[src/rtl/joy_db15_responder.sv]
// rtl/joy_db15_responder.sv - DB15 joystick responder emulating the SNAC 74HC165 shift chain
module joy_db15_responder #(
  parameter int BITS_PER_PLAYER = 12,
  parameter int TIMEOUT_CYCLES  = 2_500_000
) (
  input  logic                       Clk_50_I,
  input  logic                       Reset_n,
  input  logic                       JOY_CLK,
  input  logic                       JOY_LOAD,
  input  logic [BITS_PER_PLAYER-1:0] joystick1,
  input  logic [BITS_PER_PLAYER-1:0] joystick2,
  output logic                       JOY_DATA,
  output logic                       frame_done,
  output logic                       link_active,
  output logic [4:0]                 bit_count
);

  localparam int              FRAME     = 2 * BITS_PER_PLAYER;
  localparam logic [4:0]      FRAME_LEN = 5'(FRAME);
  localparam int              WD_W      = $clog2(TIMEOUT_CYCLES + 1);
  localparam logic [WD_W-1:0] WD_MAX    = WD_W'(TIMEOUT_CYCLES);

  typedef enum logic [1:0] {ST_IDLE, ST_LOAD, ST_SHIFT, ST_DONE} state_t;

  logic            clk_meta_q, clk_sync_q, clk_prev_q;
  logic            load_meta_q, load_sync_q;
  state_t          state_q, state_d;
  logic [FRAME-1:0] sr_q, sr_d;
  logic [4:0]      cnt_q, cnt_d;
  logic            done_q, done_d;
  logic [WD_W-1:0] wd_q, wd_d;
  logic            link_q, link_d;
  logic            clk_rise;

  assign clk_rise = clk_sync_q & ~clk_prev_q;

  // The load synchronizer resets to the idle (high) level so a quiet host
  // leaves the chain parked in IDLE with JOY_DATA high.
  always_ff @(posedge Clk_50_I or negedge Reset_n) begin
    if (!Reset_n) begin
      clk_meta_q  <= 1'b0;
      clk_sync_q  <= 1'b0;
      clk_prev_q  <= 1'b0;
      load_meta_q <= 1'b1;
      load_sync_q <= 1'b1;
      state_q     <= ST_IDLE;
      sr_q        <= '1;
      cnt_q       <= 5'd0;
      done_q      <= 1'b0;
      wd_q        <= '0;
      link_q      <= 1'b0;
    end else begin
      clk_meta_q  <= JOY_CLK;
      clk_sync_q  <= clk_meta_q;
      clk_prev_q  <= clk_sync_q;
      load_meta_q <= JOY_LOAD;
      load_sync_q <= load_meta_q;
      state_q     <= state_d;
      sr_q        <= sr_d;
      cnt_q       <= cnt_d;
      done_q      <= done_d;
      wd_q        <= wd_d;
      link_q      <= link_d;
    end
  end

  always_comb begin
    state_d = state_q;
    sr_d    = sr_q;
    cnt_d   = cnt_q;
    done_d  = 1'b0;
    // An active load overrides everything, including a coincident shift.
    if (!load_sync_q) begin
      state_d = ST_LOAD;
      sr_d    = {~joystick1, ~joystick2};
      cnt_d   = 5'd0;
    end else begin
      case (state_q)
        ST_LOAD: state_d = ST_SHIFT;
        ST_SHIFT: begin
          if (clk_rise) begin
            sr_d  = {sr_q[FRAME-2:0], 1'b1};
            cnt_d = cnt_q + 5'd1;
            if (cnt_q == FRAME_LEN - 5'd1) begin
              done_d  = 1'b1;
              state_d = ST_DONE;
            end
          end
        end
        ST_DONE: begin
          if (clk_rise) sr_d = {sr_q[FRAME-2:0], 1'b1};
        end
        default: ;
      endcase
    end
  end

  always_comb begin
    wd_d   = wd_q;
    link_d = link_q;
    if (done_d) begin
      wd_d   = '0;
      link_d = 1'b1;
    end else begin
      if (wd_q != WD_MAX) wd_d = wd_q + WD_W'(1);
      if (wd_d == WD_MAX) link_d = 1'b0;
    end
  end

  assign JOY_DATA    = sr_q[FRAME-1];
  assign frame_done  = done_q;
  assign link_active = link_q;
  assign bit_count   = cnt_q;

endmodule

[config.mk]
export PLATFORM = sky130hd
export DESIGN_NAME = joy_db15_responder
export DESIGN_NICKNAME = d
export VERILOG_FILES = /design/src/rtl/joy_db15_responder.sv
export SDC_FILE = /design/constraint.sdc
export NUM_CORES = 1
export LEC_CHECK = 0
export ABC_CLOCK_PERIOD_IN_PS = 1800
export CORE_UTILIZATION = 32
export CTS_CLUSTER_DIAMETER = 50
export DETAILED_ROUTE_END_ITERATION = 16
export HOLD_SLACK_MARGIN = 0.1
export PLACE_DENSITY_LB_ADDON = 0.2
export SLEW_MARGIN = 20
export SYNTH_ARGS = -nofsm -noshare
export SYNTH_HDL_FRONTEND = slang
export SYNTH_SLANG_ARGS = --single-unit
[constraint.sdc]
create_clock -name Clk_50_I -period 1.8 [get_ports Clk_50_I]
set_input_delay 0.36 -clock Clk_50_I [delete_from_list [all_inputs] [get_ports Clk_50_I]]
set_output_delay 0.36 -clock Clk_50_I [all_outputs]
set_load 0.05 [all_outputs]
==> results.sh, run 1 <==
export IMPL_drc=0
export IMPL_drive_above_1_share_pct=36.73
export IMPL_syn2layout_area_growth_pct=40.31
export IMPL_root_buffer="clkbuf_8"
export IMPL_setup_tns_ns=-0.1251
export IMPL_crit_start="wd_q[2]"
export IMPL_fin_nets=399
export IMPL_hold_path_class="flop to flop"
export IMPL_io_pins=36
export IMPL_clkSinkCount=60
export IMPL_fin_util_pct=46.22
export IMPL_relSlewSlack_pct=68.25
export IMPL_synthesis_nets=303
export IMPL_via_per_inst=4.853
export IMPL_cts_clk_slew_worst_paths_ns=0.07
export IMPL_arrival_ns=2.12
export IMPL_total_power_mw=2.874
export IMPL_p_comb_share_pct=8.9
export IMPL_setup_viol=4
export IMPL_clkPwrFrac_pct=38.6
export IMPL_numPortBuffers=35
export IMPL_routedWlPerCell_um=14.58
export IMPL_drv_slew=0
export IMPL_synth_distinct_cells=45
export IMPL_end_kind="flop"
export IMPL_dr_first_iter_drc_count=68
export IMPL_status="complete, but fails checks"
export IMPL_internal_power_mw=2.181
export IMPL_postLayoutCellArea_um2=4250
export IMPL_violations="negative setup slack"
export IMPL_antenna_found_initial=0
export IMPL_syn_inst=272
export IMPL_synth_ff_latch_count=60
export IMPL_synth_area_per_cell_um2=11.14
export IMPL_fp_dieW_um=99.30
export IMPL_cts_tree="built"
export IMPL_fin_crit_ns=1.859
export IMPL_worst_setup_path_start_kind="flop"
export IMPL_setup_ws_ns=-0.05885
export IMPL_clock_path_buffers=2
export IMPL_total_leakage_power_nw=2.066
export IMPL_dpl_instance_area_um2=3877
export IMPL_cp_buffers_inverters=0
export IMPL_required_ns=2.06
export IMPL_cts_buffers=9
export IMPL_rsz0062_at_grt="true"
export IMPL_ys_seq_area_share_pct=50.64
export IMPL_pre_cts_ws_ns=-0.1283
export IMPL_grt_pass1_wl_um=12010
export IMPL_path_cells="nor3_2 -> or3b_4 -> nor3_4 -> mux2i_2 -> nor4b_2 -> a31oi_1"
export IMPL_r2r_start="wd_q[2]"
export IMPL_worstSkewPairLatency_ns=0.34
export IMPL_hold_violations=0
export IMPL_htreeDepth=3
export IMPL_pwr_share_seq_pct=52.6
export IMPL_crit_family="simple AND/OR/NAND/NOR gates"
export IMPL_initial_core_util_pct=32.94
export IMPL_yosysWarningCount=0
export IMPL_cpPeakStageDelay_ns=0.43
export IMPL_cap_violations=0
export IMPL_grt_overflow=0
export IMPL_crit_fanout=4
export IMPL_synthArstFlopShare_pct=100.0
export IMPL_hpwl_um=4659
export IMPL_synthFlopType="dfrtp_1"
export IMPL_antenna_left=0
export IMPL_design_die_area_um2=9860
export IMPL_powerDensity_nw_per_um2=676.1
export IMPL_syn_area_um2=3029
export IMPL_via_count=2349
export IMPL_finalCritPeriodShare_pct=103.3
export IMPL_fin_worst_skew_ns=0.01011
export IMPL_synth_edf_count=0
export IMPL_n_antenna_cell=0
export IMPL_fin_cells=484
export IMPL_power_switching_uw=692.9
export IMPL_drt_first_pass_iters=10
export IMPL_ir_drop_v=0.0002859
export IMPL_gr_usage_all_layers_pct=15.66
export IMPL_grt_max_degree=61
export IMPL_finalHoldWorstSlack_ns=0.3521
export IMPL_tightest_slew_ns=0.4762
export IMPL_slowest_stage="or3b_4"
export IMPL_totalWireLength_um=7057
export IMPL_fmax_ghz=0.5380
export IMPL_core_area_um2=9196
export IMPL_path_class="flop to flop"
export IMPL_place_gp_congestion=0.7985
export IMPL_grt_pass1_vias=2451
export IMPL_numPlacedInstances=456
export IMPL_fill_cells=889
export IMPL_hp_start="clk_meta_q"
export IMPL_num_rows=35
export IMPL_netSwitchingFraction_pct=24.11
export IMPL_die_h_um=99.30
==> cell usage after synthesis, types with 2 or more instances <==
| cell | count | share of area (%) |
|---|---|---|
| mux2i_1 | 48 | 16 |
| dfrtp_1 | 34 | 28 |
| nor2_1 | 28 | 3.5 |
| dfstp_2 | 26 | 23 |
| xnor2_1 | 15 | 4.3 |
| xor2_1 | 14 | 4.0 |
| nand2_1 | 12 | 1.5 |
| clkbuf_1 | 9 | 1.1 |
| nand3_1 | 9 | 1.5 |
| nand4_1 | 8 | 1.7 |
| inv_1 | 6 | 0.74 |
| nor3_1 | 6 | 0.99 |
| a21oi_1 | 5 | 0.83 |
| o21ai_0 | 5 | 0.83 |
| a31oi_1 | 4 | 0.83 |
| nor2b_1 | 4 | 0.83 |
| ha_1 | 3 | 1.2 |
| nand2b_1 | 3 | 0.62 |
| and2_1 | 2 | 0.41 |
| and3_1 | 2 | 0.41 |
| and4_1 | 2 | 0.58 |
| buf_2 | 2 | 0.33 |
| nand3b_1 | 2 | 0.50 |
| nor4_1 | 2 | 0.41 |
==> cells by family after synthesis <==
family                   count (synthesis)  share of synthesized area, %
AO/OA/AOI/OAI                           20                         4.007
XOR/XNOR                                29                         8.385
adder cells (fa/ha/maj)                  3                         1.239
buffers and inverters                   18                         2.313
flip-flops                              60                         50.64
multiplexers                            48                         15.86
AND/OR/NAND/NOR                         94                         17.55
==> power by group through the flow <==
stage / Clock (mW) / Sequential, mW / Combinational [mW]
floorplan: 0 / 1.53 / 0.126
global placement: 0 / 1.53 / 0.254
detailed placement: 0 / 1.54 / 0.259
CTS: 1.15 / 1.51 / 0.261
global route: 1.21 / 1.52 / 0.284
finish: 1.11 / 1.51 / 0.254
==> path summary, 6_finish.rpt <==
| kind | slack [ns] | cells past startpoint | endpoint |
|---|---|---|---|
| worst max-delay path | -0.06 | 6 | link_active |
| worst min register to register | 0.35 | 0 | clk_sync_q |
| max in group asynchronous | 0.93 | 3 | sr_q[18] |
| min in group asynchronous | 0.55 | 3 | bit_count[3] |
| worst max register to register | -0.06 | 6 | link_active |
| worst min-delay path | 0.35 | 0 | clk_sync_q |
==> final cells by class <==
type                            count  area (um^2)  area share [%]
Clock buffer                       12        155.1           3.650
Inverter                            6        22.52          0.5299
Timing Repair Buffer               97        829.5           19.52
Multi-Input combinational cell    194         1541           36.27
Clock inverter                      4        25.02          0.5888
Tap cell                          111        138.9           3.268
Sequential cell                    60         1538           36.18
==> layout by cell type, fill, tap and decap left out, drive strengths merged, types with 2 or more instances in the layout <==
cell type / synthesis / layout
nand4: 8 / 8
nor2b: 4 / 4
nand3: 9 / 9
nor4: 3 / 3
nor2: 28 / 28
clkbuf: 9 / 12
clkdlybuf4s50: 0 / 26
buf: 3 / 70
and3: 2 / 2
nand2b: 3 / 3
dfstp: 26 / 26
nand2: 12 / 12
and2: 3 / 3
nor4b: 2 / 2
o21ai: 5 / 5
mux2i: 48 / 48
inv: 6 / 6
nand3b: 2 / 2
and4: 2 / 2
ha: 3 / 3
clkinv: 0 / 2
clkinvlp: 0 / 2
xor2: 14 / 14
a31oi: 4 / 4
xnor2: 15 / 15
a21oi: 5 / 5
nor3: 8 / 8
dfrtp: 34 / 34
==> flip-flops by register name, indices dropped and copies added (netlist names) <==
register,cells
link_active,1
clk_meta_q,1
state_q,2
wd_q,22
bit_count,5
load_sync_q,1
clk_prev_q,1
load_meta_q,1
clk_sync_q,1
frame_done,1
sr_q,24
==> metal layers <==
metal	wire, um	part of all wire, %	global-route usage [%]	vias up
li1	-	-	-	1143
met4	149	2.1	7.127	0
met1	3227	46	20.26	1147
met3	272	3.9	3.935	15
met5	0	0	0	-
met2	3408	48	24.73	44
==> repair_timing <==
item                                   in CTS  in global routing
pin swaps                                   5                 14
buffers inserted                            9                  4
hold buffers                                1                  0
setup endpoints to repair                   4                 11
gates resized for setup                     5                 16
endpoints found under the hold margin      34                  0
(Power assumes the default switching activity.)
==> run 2: changes to the inputs <==
--- a/config.mk
+++ b/config.mk
@@ -7,6 +7,7 @@
 export LEC_CHECK = 0
 export ABC_CLOCK_PERIOD_IN_PS = 1800
 export CORE_UTILIZATION = 32
+export CTS_BUF_LIST = sky130_fd_sc_hd__clkbuf_2
 export CTS_CLUSTER_DIAMETER = 50
 export DETAILED_ROUTE_END_ITERATION = 16
 export HOLD_SLACK_MARGIN = 0.1
==> run 2 against run 1 <==
- the run still ends with negative setup slack left
- power is 15% lower
- sequential cell count unchanged
- die area unchanged
- critical path depth is 2 higher
- non-clock buffer count up 3
- fmax is 1.6% lower
- cell area down 1.6%
- worst hold slack got worse by 0.064 ns
- via count up 0.60%
- highest routed layer unchanged
==> results.sh, run 2 (same netlist as run 1, synthesis figures left out) <==
export IMPL_numPortBuffers=35
export IMPL_worst_setup_path_start_kind="flop"
export IMPL_pre_cts_ws_ns=-0.1283
export IMPL_place_gp_congestion=0.7985
export IMPL_grt_util_met3_pct=4.146
export IMPL_powerDensity_nw_per_um2=584.5
export IMPL_dr_first_iter_drc_count=80
export IMPL_total_leakage_power_nw=2.037
export IMPL_core_area_um2=9196
export IMPL_n_antenna_cell=0
export IMPL_rsz0062_at_grt="true"
export IMPL_root_buffer="clkbuf_2"
export IMPL_drc=0
export IMPL_final_common_cell="buf_4"
export IMPL_met1_usage_pct=20.00
export IMPL_ir_drop_v=0.0002064
export IMPL_hold_depth=1
export IMPL_cap_violations=0
export IMPL_arrival_ns=2.29
export IMPL_power_switching_uw=661.4
export IMPL_gr_usage_all_layers_pct=15.71
export IMPL_htreeDepth=3
export IMPL_largest_register_ffs=24
export IMPL_violations="negative setup slack"
export IMPL_grt_overflow=0
export IMPL_use_met2_pct=25.05
export IMPL_antenna_found_initial=0
export IMPL_path_class="flop to flop"
export IMPL_routedWlPerCell_um=14.50
export IMPL_relSlewSlack_pct=68.34
export IMPL_via_count=2363
export IMPL_syn2layout_area_growth_pct=38.08
export IMPL_pwr_share_seq_pct=61.8
export IMPL_busiest_layer="met2"
export IMPL_fp_dieW_um=99.30
export IMPL_fmax_ghz=0.5294
export IMPL_cts_clk_slew_worst_paths_ns=0.18
export IMPL_hpwl_um=4659
export IMPL_die_h_um=99.30
export IMPL_hold_path_class="primary input to flop"
export IMPL_drv_slew=0
export IMPL_fin_cells=487
export IMPL_io_pins=36
export IMPL_finalCritPeriodShare_pct=104.9
export IMPL_drt_first_pass_iters=4
export IMPL_antenna_left=0
export IMPL_end_kind="flop"
export IMPL_design_die_area_um2=9860
export IMPL_grt_pass1_wl_um=12030
export IMPL_setup_ws_ns=-0.08910
export IMPL_clock_path_buffers=2
export IMPL_cts_tree="built"
export IMPL_numPlacedInstances=456
export IMPL_dpl_instance_area_um2=3877
export IMPL_clkSinkCount=60
export IMPL_netSwitchingFraction_pct=27.05
export IMPL_fin_util_pct=45.48
export IMPL_totalWireLength_um=7063
export IMPL_crit_fanout=4
export IMPL_reg2reg_depth=8
export IMPL_hold_violations=0
export IMPL_worstSkewPairLatency_ns=0.49
export IMPL_postLayoutCellArea_um2=4183
export IMPL_required_ns=2.20
export IMPL_mostFrequentLayoutCells="buf_4 (66), mux2i_1 (47), dfrtp_1 (31), nor2_1 (28)"
export IMPL_num_rows=35
export IMPL_grt_max_degree=61
export IMPL_total_power_mw=2.445
export IMPL_top_register="sr_q"
export IMPL_fin_worst_skew_ns=0.02961
export IMPL_grt_pass1_vias=2463
export IMPL_cts_buffers=9
export IMPL_status="complete, but fails checks"
export IMPL_tightest_slew_ns=0.4749
export IMPL_internal_power_mw=1.784
export IMPL_setup_viol=2
export IMPL_initial_core_util_pct=32.94
export IMPL_via_per_inst=4.852
export IMPL_fin_nets=402
export IMPL_p_comb_share_pct=10.4
export IMPL_clkPwrFrac_pct=27.7
export IMPL_drive_above_1_share_pct=37.23
export IMPL_fin_crit_ns=1.889
-- run 2: cell types whose count changed in the layout (fill, tap and decap cells not counted), sizes merged --
cell,delta
buf,+3
clkbuf,-2
clkinv,+2
-- run 2: critical path, stage by stage, from the launching register on --
cell	delay (ns)
dfrtp_1	0.45
buf_4	0.16
inv_1	0.06
ha_1	0.15
nand4_1	0.18
nor3_4	0.27
mux2i_2	0.27
nor4b_2	0.08
a31oi_1	0.17
-- run 2: path summary, 6_finish.rpt --
check | startpoint | endpoint | slack (ns)
min | JOY_LOAD | load_meta_q | 0.29
max reg2reg | wd_q[0] | link_active | -0.09
min reg2reg | load_meta_q | load_sync_q | 0.37
max | wd_q[0] | link_active | -0.09
max in group asynchronous | Reset_n | sr_q[22] | 1.09
min in group asynchronous | Reset_n | bit_count[3] | 0.37
-- run 2: area by class of cell --
class | instances | area [um^2]
Fill cell | 896 | 5014
Multi-Input combinational cell | 194 | 1545
Sequential cell | 60 | 1538
Timing Repair Buffer | 100 | 855.8
Tap cell | 111 | 138.9
Clock buffer | 10 | 50.05
Clock inverter | 6 | 32.53
Inverter | 6 | 22.52
-- run 2: timing repair --
item | CTS | global route
pin swaps | 5 | 9
gates resized for setup | 5 | 17
endpoints found under the hold margin | 36 | 0
hold buffers | 1 | 0
setup buffers | 9 | 6
endpoints found under the setup margin | 7 | 11
-- run 2: stage by stage --
step / TNS (ns) / hold slack, ns
after floorplan: -0.04203 / 0.06441
after CTS: -0.1225 / 0.2408
after detailed placement: -0.2158 / 0.3404
after global routing: -0.7363 / 0.2332
final: -0.1653 / 0.2882
after global placement: -0.05843 / 0.3405
-- run 2: power groups by stage --
| stage | clock, mW | sequential [mW] | combinational [mW] |
|---|---|---|---|
| 2_1_floorplan | 0 | 1.53 | 0.126 |
| 3_3_place_gp | 0 | 1.53 | 0.254 |
| 3_5_place_dp | 0 | 1.54 | 0.259 |
| 4_1_cts | 0.724 | 1.51 | 0.262 |
| 5_1_grt | 0.786 | 1.52 | 0.285 |
| 6_report | 0.678 | 1.51 | 0.255 |
-- run 2: layer usage --
metal / part of all wire (%) / wire, um
met1: 47 / 3297
met2: 48 / 3399
met3: 3.3 / 233
met4: 1.9 / 133
met5: 0 / 0
==> run 3: changes to the inputs <==
--- a/config.mk
+++ b/config.mk
@@ -5,6 +5,7 @@
 export SDC_FILE = /design/constraint.sdc
 export NUM_CORES = 1
 export LEC_CHECK = 0
+export ABC_AREA = 1
 export ABC_CLOCK_PERIOD_IN_PS = 1800
 export CORE_UTILIZATION = 32
 export CTS_BUF_LIST = sky130_fd_sc_hd__clkbuf_2
==> run 3 against run 2 <==
- the run still ends with negative setup slack left
- clock skew up 0.0044 ns
- clock power up 29%
- sequential share of layout area up 0.60 points
- largest cell class unchanged
- largest power group unchanged
==> results.sh, run 3 <==
export IMPL_status="complete, but fails checks"
export IMPL_violations="negative setup slack"
export IMPL_drt_first_pass_iters=4
export IMPL_synth_area_leaders="dfrtp_1 (27%), dfstp_2 (22%), nand2_1 (11%)"
export IMPL_total_leakage_power_nw=1.737
export IMPL_netSwitchingFraction_pct=28.49
export IMPL_drc=0
export IMPL_synthArstFlopShare_pct=100.0
export IMPL_hpwl_um=5598
export IMPL_postLayoutCellArea_um2=4129
export IMPL_ys_top_cells_by_count="nand2_1 (91), nor2_1 (84), inv_1 (40)"
export IMPL_synth_distinct_cells=30
export IMPL_hold_violations=0
export IMPL_fin_nets=505
export IMPL_final_common_cell="nand2_1"
export IMPL_arrival_ns=2.28
export IMPL_hold_depth=1
export IMPL_finalCritPeriodShare_pct=103.3
export IMPL_yosysWarningCount=0
export IMPL_ys_seq_area_share_pct=48.38
export IMPL_fin_crit_ns=1.859
export IMPL_pwr_share_seq_pct=56.4
export IMPL_antenna_found_initial=0
export IMPL_clkSinkCount=60
export IMPL_synth_edf_count=0
export IMPL_initial_core_util_pct=33.67
export IMPL_r2r_start="wd_q[0]"
export IMPL_place_gp_congestion=0.8886
export IMPL_total_power_mw=2.687
export IMPL_syn2layout_area_growth_pct=30.23
export IMPL_numPortBuffers=35
export IMPL_power_switching_uw=765.5
export IMPL_end_kind="flop"
export IMPL_dpl_instance_area_um2=3722
export IMPL_reg2reg_setup_slack_ns=-0.06
export IMPL_reg2reg_depth=13
export IMPL_worst_setup_path_start_kind="flop"
export IMPL_synth_most_common_cell="nand2_1"
export IMPL_finalHoldWorstSlack_ns=0.2110
export IMPL_internal_power_mw=1.921
export IMPL_core_area_um2=9415
export IMPL_rsz0062_at_grt="true"
export IMPL_hp_start="JOY_LOAD"
export IMPL_die_h_um=101.5
export IMPL_yosys_area_top_type="dfrtp_1"
export IMPL_dr_first_iter_drc_count=164
export IMPL_synthFlopType="dfrtp_1"
export IMPL_synthesis_nets=438
export IMPL_grt_overflow=0
export IMPL_root_buffer="clkbuf_2"
export IMPL_largest_register_ffs=24
export IMPL_grt_max_degree=34
export IMPL_totalWireLength_um=8056
export IMPL_required_ns=2.22
export IMPL_setup_viol=1
export IMPL_fin_worst_skew_ns=0.03405
export IMPL_synth_top_family_by_area="simple AND/OR/NAND/NOR gates"
export IMPL_fin_cells=608
export IMPL_worstSkewPairLatency_ns=0.52
export IMPL_grt_pass1_vias=2867
export IMPL_relSlewSlack_pct=74.25
export IMPL_drive_above_1_share_pct=27.35
export IMPL_fin_util_pct=43.85
export IMPL_n_antenna_cell=0
export IMPL_design_die_area_um2=10310
export IMPL_synthMuxAreaShare_pct=0
export IMPL_grt_util_met3_pct=4.555
export IMPL_cts_tree="built"
export IMPL_synth_ff_latch_count=60
export IMPL_reg2reg_to="link_active"
export IMPL_netlist_area_leader_share_pct=26.84
export IMPL_p_comb_share_pct=10.9
export IMPL_fmax_ghz=0.5379
export IMPL_pre_cts_ws_ns=-0.07765
export IMPL_busiest_layer="met2"
export IMPL_powerDensity_nw_per_um2=650.7
export IMPL_clock_path_buffers=2
export IMPL_cts_clk_slew_worst_paths_ns=0.21
export IMPL_top_register="sr_q"
export IMPL_min_to="load_meta_q"
export IMPL_synth_xor_area_share_pct=1.934
export IMPL_ir_drop_v=0.0004629
export IMPL_tightest_slew_ns=0.3863
export IMPL_setup_tns_ns=-0.05916
export IMPL_use_met2_pct=28.69
export IMPL_io_pins=36
export IMPL_met1_usage_pct=22.06
export IMPL_numPlacedInstances=570
export IMPL_htreeDepth=3
export IMPL_synthAdderAreaFrac_pct=1.184
export IMPL_gr_usage_all_layers_pct=17.34
export IMPL_drv_slew=0
export IMPL_mostFrequentLayoutCells="nand2_1 (85), nor2_1 (78), inv_1 (36), buf_4 (36), dfrtp_1 (27)"
export IMPL_routedWlPerCell_um=13.25
export IMPL_via_per_inst=4.829
export IMPL_via_count=2936
export IMPL_path_class="flop to flop"
export IMPL_cts_buffers=9
export IMPL_synth_compound_area_share_pct=8.958
export IMPL_grt_pass1_wl_um=13720
export IMPL_fp_dieW_um=101.5
export IMPL_hold_path_class="primary input to flop"
export IMPL_clkPwrFrac_pct=32.7
export IMPL_setup_ws_ns=-0.05916
export IMPL_syn_area_um2=3171
export IMPL_synth_simple_area_share_pct=33.11
export IMPL_antenna_left=0
export IMPL_syn_inst=407
export IMPL_num_rows=35
export IMPL_crit_fanout=4
export IMPL_cap_violations=0
export IMPL_synth_area_per_cell_um2=7.790
## run 3: worst max path at each step
| stage | slack [ns] | cells after the start | end | startpoint |
|---|---|---|---|---|
| floorplan | 0.06 | 5 | wd_q[0] | bit_count[3] |
| global placement | -0.04 | 13 | link_active | wd_q[0] |
| detailed placement | -0.08 | 13 | link_active | wd_q[0] |
| CTS | 0.002 | 14 | link_active | wd_q[0] |
| global route | -0.15 | 12 | link_active | wd_q[0] |
| finish | -0.06 | 13 | link_active | wd_q[0] |
## run 3: critical path, cell delays in order (launching register included)
cell and delay, ns:
dfrtp_2 0.48, inv_2 0.09, ha_4 0.14, inv_2 0.04
nor2_2 0.09, nand3_1 0.09, nor2_2 0.16, nand2_2 0.10
xor2_2 0.20, nand2_1 0.11, nor2_1 0.10, nand2_1 0.06
nand2_1 0.05, nand2_1 0.05
## run 3: final cells by class
cell class                      instances  area, um^2
Fill cell                             955        5286
Multi-Input combinational cell        294        1545
Sequential cell                        60        1543
Timing Repair Buffer                   68       608.1
Tap cell                              129       161.4
Inverter                               41       157.7
Clock inverter                          6       63.81
Clock buffer                           10       50.05
## run 3: repair_timing
action | 4_1_cts | 5_1_grt
endpoints found under the hold margin | 29 | 0
buffers inserted | 18 | 3
pin swaps | 12 | 9
hold buffers | 1 | 0
resized for setup | 20 | 16
endpoints found under the setup margin | 1 | 11
## run 3: power groups by stage
| stage | Sequential [mW] | Clock [mW] | Combinational, mW |
|---|---|---|---|
| after global placement | 1.54 | 0 | 0.283 |
| after global routing | 1.53 | 0.955 | 0.328 |
| after floorplan | 1.56 | 0 | 0.114 |
| after detailed placement | 1.54 | 0 | 0.289 |
| after CTS | 1.52 | 0.907 | 0.291 |
| final | 1.52 | 0.878 | 0.292 |
## run 3: cells by family (layout without fill, tap and decap cells)
logic type | after synthesis | count (layout)
buffers and inverters | 53 | 125
AO/OA/AOI/OAI | 43 | 43
flip-flops | 60 | 60
XOR/XNOR | 7 | 7
AND/OR/NAND/NOR | 241 | 241
adder cells (fa/ha/maj) | 3 | 3
## run 3: routing by layer
metal  vias up  routed length, um  share of wire, %
met2        73               3855                48
li1       1453                  -                 -
met1      1391               3687                46
met3        19                363               4.5
met5         -                  0                 0
met4         0                150               1.9
